<file path="src/rtl/dcache_controller.sv">
// Control stage in front of a 2-way dcache SRAM: hit/miss handling, dirty-victim writeback, line refill.
// Optional hit/miss/writeback counters are compiled in when DCACHE_STATS_EN is defined.
module dcache_controller #(
  parameter int TAG_W  = 23,
  parameter int IDX_W  = 4,
  parameter int LINE_W = 256
) (
  input  logic              clk_i,
  input  logic              rst_i,
  input  logic [31:0]       cpu_addr_i,
  input  logic [31:0]       cpu_data_i,
  input  logic              cpu_MemRead_i,
  input  logic              cpu_MemWrite_i,
  output logic [31:0]       cpu_data_o,
  output logic              cpu_stall_o,
  output logic [IDX_W-1:0]  sram_addr_o,
  output logic [TAG_W+1:0]  sram_tag_o,
  output logic [LINE_W-1:0] sram_data_o,
  output logic              sram_enable_o,
  output logic              sram_write_o,
  input  logic [TAG_W+1:0]  sram_tag_i,
  input  logic [LINE_W-1:0] sram_data_i,
  input  logic              sram_hit_i,
  output logic [31:0]       mem_addr_o,
  output logic [LINE_W-1:0] mem_data_o,
  output logic              mem_enable_o,
  output logic              mem_write_o,
  input  logic [LINE_W-1:0] mem_data_i,
  input  logic              mem_ack_i
`ifdef DCACHE_STATS_EN
  ,
  output logic [31:0]       hit_cnt_o,
  output logic [31:0]       miss_cnt_o,
  output logic [31:0]       wb_cnt_o
`endif
);

  typedef enum logic [2:0] {IDLE, MISS, WRITEBACK, READMISS, READMISSOK} state_t;

  state_t           state;
  logic             req;
  logic             is_store;
  logic [TAG_W-1:0] cpu_tag;
  logic [IDX_W-1:0] idx;
  logic [2:0]       word_sel;
  logic             victim_valid;
  logic             victim_dirty;
  logic [TAG_W-1:0] victim_tag;
  logic [31:0]      refill_addr;
  logic [31:0]      victim_addr;
  logic             unused_lsb;

  function automatic logic [31:0] word_of(input logic [LINE_W-1:0] line, input logic [2:0] sel);
    return line[{sel, 5'd0} +: 32];
  endfunction

  function automatic logic [LINE_W-1:0] merge_word(input logic [LINE_W-1:0] line,
                                                   input logic [2:0] sel,
                                                   input logic [31:0] data);
    logic [LINE_W-1:0] merged;
    merged = line;
    merged[{sel, 5'd0} +: 32] = data;
    return merged;
  endfunction

  assign req          = cpu_MemRead_i | cpu_MemWrite_i;
  assign is_store     = cpu_MemWrite_i;
  assign cpu_tag      = cpu_addr_i[31:32-TAG_W];
  assign idx          = cpu_addr_i[4+IDX_W:5];
  assign word_sel     = cpu_addr_i[4:2];
  assign unused_lsb   = ^cpu_addr_i[1:0];
  assign victim_valid = sram_tag_i[TAG_W+1];
  assign victim_dirty = sram_tag_i[TAG_W];
  assign victim_tag   = sram_tag_i[TAG_W-1:0];
  assign refill_addr  = {cpu_tag, idx, 5'd0};
  assign victim_addr  = {victim_tag, idx, 5'd0};

  assign sram_addr_o  = idx;
  assign cpu_data_o   = word_of(sram_data_i, word_sel);

  always_comb begin
    cpu_stall_o   = 1'b1;
    sram_enable_o = req;
    sram_write_o  = 1'b0;
    sram_tag_o    = '0;
    sram_data_o   = sram_data_i;
    case (state)
      IDLE: begin
        cpu_stall_o = req & ~sram_hit_i;
        if (is_store & sram_hit_i) begin
          sram_write_o = 1'b1;
          sram_tag_o   = {1'b1, 1'b1, cpu_tag};
          sram_data_o  = merge_word(sram_data_i, word_sel, cpu_data_i);
        end
      end
      READMISS: begin
        // Refill lands in the LRU way the SRAM is pointing at; the line is clean.
        if (mem_ack_i) begin
          sram_enable_o = 1'b1;
          sram_write_o  = 1'b1;
          sram_tag_o    = {1'b1, 1'b0, cpu_tag};
          sram_data_o   = mem_data_i;
        end
      end
      default: ;
    endcase
  end

  always_ff @(posedge clk_i) begin
    if (rst_i) begin
      state        <= IDLE;
      mem_enable_o <= 1'b0;
      mem_write_o  <= 1'b0;
      mem_addr_o   <= '0;
      mem_data_o   <= '0;
    end else begin
      mem_enable_o <= 1'b0;
      case (state)
        IDLE: if (req & ~sram_hit_i) state <= MISS;
        MISS: begin
          mem_enable_o <= 1'b1;
          if (victim_valid & victim_dirty) begin
            state       <= WRITEBACK;
            mem_write_o <= 1'b1;
            mem_addr_o  <= victim_addr;
            mem_data_o  <= sram_data_i;
          end else begin
            state       <= READMISS;
            mem_write_o <= 1'b0;
            mem_addr_o  <= refill_addr;
          end
        end
        WRITEBACK: if (mem_ack_i) begin
          mem_enable_o <= 1'b1;
          mem_write_o  <= 1'b0;
          mem_addr_o   <= refill_addr;
          state        <= READMISS;
        end
        READMISS:   if (mem_ack_i) state <= READMISSOK;
        READMISSOK: state <= IDLE;
        default:    state <= IDLE;
      endcase
    end
  end

`ifdef DCACHE_STATS_EN
  logic after_refill;

  function automatic logic [31:0] sat_inc(input logic [31:0] v);
    return (v == 32'hFFFF_FFFF) ? v : v + 32'd1;
  endfunction

  // The first IDLE cycle after a refill re-evaluates the held request; it is not a new hit.
  always_ff @(posedge clk_i) begin
    if (rst_i) begin
      after_refill <= 1'b0;
      hit_cnt_o    <= '0;
      miss_cnt_o   <= '0;
      wb_cnt_o     <= '0;
    end else begin
      after_refill <= (state == READMISSOK);
      if (state == IDLE && req && sram_hit_i && !after_refill) hit_cnt_o <= sat_inc(hit_cnt_o);
      if (state == IDLE && req && !sram_hit_i)                 miss_cnt_o <= sat_inc(miss_cnt_o);
      if (state == MISS && victim_valid && victim_dirty)       wb_cnt_o <= sat_inc(wb_cnt_o);
    end
  end
`endif

endmodule

</file>
<file path="config.mk">
export PLATFORM = sky130hd
export DESIGN_NAME = dcache_controller
export DESIGN_NICKNAME = d
export VERILOG_FILES = /design/src/rtl/dcache_controller.sv
export SDC_FILE = /design/constraint.sdc
export NUM_CORES = 1
export LEC_CHECK = 0
export CELL_PAD_IN_SITES_DETAIL_PLACEMENT = 1
export CELL_PAD_IN_SITES_GLOBAL_PLACEMENT = 1
export CORE_AREA = 5 5 464 466
export DETAILED_ROUTE_END_ITERATION = 12
export DIE_AREA = 0 0 469 471
export HOLD_SLACK_MARGIN = 0.1
export PLACE_DENSITY = 0.36
export SETUP_SLACK_MARGIN = 0.4
export SKIP_LAST_GASP = 1
export SYNTH_ARGS = -nofsm -noshare
export SYNTH_HDL_FRONTEND = slang
export SYNTH_SLANG_ARGS = --single-unit
</file>
<file path="constraint.sdc">
create_clock -name clk_i -period 10.1 [get_ports clk_i]
set_input_delay 2.02 -clock clk_i [delete_from_list [all_inputs] [get_ports clk_i]]
set_output_delay 2.02 -clock clk_i [all_outputs]
set_load 0.02 [all_outputs]
</file>
==> metrics.yaml <==
clock_network:
  cts_buffer_depth: 3
  cts.sinks: 288
  cts.hold.buffers_added: 0
  cts_max_level: 2
  worstSkewPairLatency_ns: 0.66
  cts_tree: "done"
  clk_pin_slew_ns: 0.05
  postCtsSetupBuffers: 0
  cts_buffers: 50
  cts_root_buffer: "clkbuf_16"
  cts_resized: 0
worst_setup_path:
  r2r_setup_slack_ns: 6.94
  critical_path_class: "input pin to primary output"
  r2r-end: "mem_data_o[36]"
  crit_path_end_kind: "primary output"
  worst-path-max-fanout: 34
  worstSetupStartpointType: "input pin"
  critPathArrivalTime_ns: 6.67
  required_ns: 8.08
  rr_worst_depth: 6
  crit-reg2reg-launch: "state[0]"
worst_hold_path:
  hold_class: "flop to flop"
  hold_path_depth: 2
  hold_start: "mem_data_o[188]"
  worstHoldEndpoint: "mem_data_o[188]"
yosys:
  synthFlopType: "dfxtp_1"
  ys_seq_area_share_pct: 33.8
  synth_compound_area_share_pct: 22.9
  yosysTopAreaCell: "dfxtp_1"
  synthXorXnorAreaFrac_pct: 0
  ys_ff_latch: 288
  synth_area_um2: 17100
  postSynthAreaPerCell_um2: 7.11
  synth_top_area_share_pct: 33.8
  synth.area.top_cells: "dfxtp_1 (34%), nand2_1 (23%), a21oi_1 (8.5%)"
  async_reset_ff_share_pct: 0
  muxShareOfSynthArea_pct: 8.45
  yosysWarningCount: 0
  synth-edff-count: 0
  synth.distinct_cells: 55
  synthSimpleGateAreaFrac_pct: 26.6
  synthCells: 2399
  synth_top_family_by_area: "simple AND/OR/NAND/NOR gates"
  synth_adder_area_share_pct: 0.440
floorplan:
  fp.dieH_um: 471
  dieArea_um2: 221000
  ioPinCount: 1217
  core_area_um2: 211000
  chipWidth_um: 469
  row_count: 169
  start_util_pct: 8.09
global_routing:
  grt_start_max_net_pins: 131
  grt_pass1_vias: 25142
  grt-ovfl-total: 0
  track_usage_pct: 20.7
  grt_pass1_wl_um: 298000
  grt_antenna_before_repair: 99
sta:
  final.period_utilization_pct: 86.0
  rsz0062_at_grt: "no"
  fin_skew_ns: 0.0236
  setup_viol: 0
  tightest_slew_ns: 1.23
  max_slew_margin_pct: 18.0
  hold_viol_final: 0
  final_max_slew_viol_count: 0
  min_period_ns: 8.69
  max_clock_freq_ghz: 0.115
  tns_ns: 0
final_layout:
  layout.nets: 4098
  drive_gt1_share_pct: 7.03
  syn2layout_area_growth_pct: 101
power:
  total_power_mw: 5.04
  internal_power_mw: 3.06
  pwr-share-seq_pct: 24.9
  netSwitchingPower_mw: 1.98
  leakage_nw: 12.2
  ir_drop_uv: 115
  powerDensity_nw_per_um2: 147
  p_sw_share_pct: 39.3
  p_comb_share_pct: 37.5
  clock_power_share_pct: 37.6
placement:
  numPortBuffers: 1209
  gp_congestion: 0.864
  dp_hpwl_um: 196000
routing:
  finalWirelength_um: 240000
  firstDrtPassIters: 6
  drt-vias-per-instance: 3.83
  avgRoutedWirePerCell_um: 37.7
  ant_nets: 0
  vias: 24365
  first_iter_violations: 1949
  drc: 0
flow_run:
  maxCapViolCount: 0
status:
  outcome: "finished, final reports clean"
## final cells by class
class                      count  area [um2]
antenna                       17        42.5
fill                       24960      177000
clock inverter                21         264
inverter                      66         248
tap                         2821        3530
clock buffer                  72        1460
multi-input combinational   1805       10200
sequential                   288        5770
timing repair buffer        1274       12700
## synth_stat cells, drive strengths merged (6+ instances only)
cell	instances
a222oi	57
inv	66
dfxtp	288
nand2	1036
ha	6
mux4	64
nand3	6
nand3b	6
a211oi	25
clkbuf	152
nor2	29
nor3	9
a22oi	192
and2	23
buf	92
a21oi	290
## state kept, by name, summed over array words and instances, names as in the netlist
register / count
mem_addr_o: 27
mem_data_o: 256
mem_enable_o: 1
mem_write_o: 1
state: 3
## worst max-delay path: stages
cell and delay (ns):
clkbuf_8 0.38, inv_1 0.15, ha_1 0.25, ha_1 0.62
or4b_1 0.81, nor3b_4 0.91, buf_4 0.30, a22oi_1 0.08
nand2_1 0.11, clkdlybuf4s50_1 0.97
## per-layer routing
layer  up-vias  global-route usage [%]  share of wire [%]
met1     12427                    24.7                 41
met4        48                    3.35                2.0
met2      1174                    36.1                 48
met5         -                       0               0.12
met3       261                    7.26                9.1
li1      10455                       -                  -
## through the flow
stage	hold slack, ns	setup WS [ns]	std cells	cell area [um2]	util [%]
global placement	0.443	1.34	6254	32400	15.4
finish	0.453	1.41	6364	34200	16.2
CTS	0.455	1.30	6347	34200	16.2
floorplan	0.535	3.18	2403	17100	-
detailed placement	0.447	1.32	6254	32400	15.4
global route	0.472	1.24	6350	34200	16.2
## worst max-delay path by stage
| stage | endpoint | slack, ns | startpoint | depth (start not counted) |
|---|---|---|---|---|
| global placement | sram_data_o[77] | 1.34 | cpu_addr_i[2] | 10 |
| floorplan | sram_data_o[128] | 3.18 | cpu_addr_i[2] | 13 |
| global route | sram_data_o[77] | 1.24 | cpu_addr_i[2] | 10 |
| CTS | sram_data_o[77] | 1.30 | cpu_addr_i[2] | 10 |
| finish | sram_data_o[77] | 1.41 | cpu_addr_i[2] | 10 |
| detailed placement | sram_data_o[77] | 1.32 | cpu_addr_i[2] | 10 |
## cell usage in the layout (no fill, tap or decap), types with 4 or more instances in the layout
master           instances
a211oi_1                25
a21oi_1                289
a222oi_1                57
a22oi_1                192
a41oi_4                  5
and2_1                  23
buf_12                  10
buf_4                   55
bufinv_16                5
clkbuf_1                 9
clkbuf_16               50
clkbuf_8                14
clkdlybuf4s50_1       1205
clkinv_2                 9
conb_1                   5
dfxtp_1                288
diode_2                 17
ha_1                     6
inv_1                   65
mux4_2                  64
nand2_1               1036
nand3_1                  6
nand3b_1                 6
nor2_1                  29
nor3_2                   4
nor3_4                   4
## cell families after synthesis
logic type,Yosys count
and+or+nand+nor,1138
AOI/OAI and AO/OA,592
buffers and inverters,310
DFF,288
muxes,64
adders and majority gates,6
other,1
## power groups by stage
stage | Clock [mW] | Combinational, mW | Sequential [mW]
after floorplan | 0 | 0.613 | 1.35
after global placement | 0 | 1.94 | 1.28
after detailed placement | 0 | 1.93 | 1.28
after CTS | 1.99 | 1.94 | 1.25
after global routing | 2.00 | 2.00 | 1.26
final | 1.89 | 1.89 | 1.25
Power figures use the tool's default switching activity.
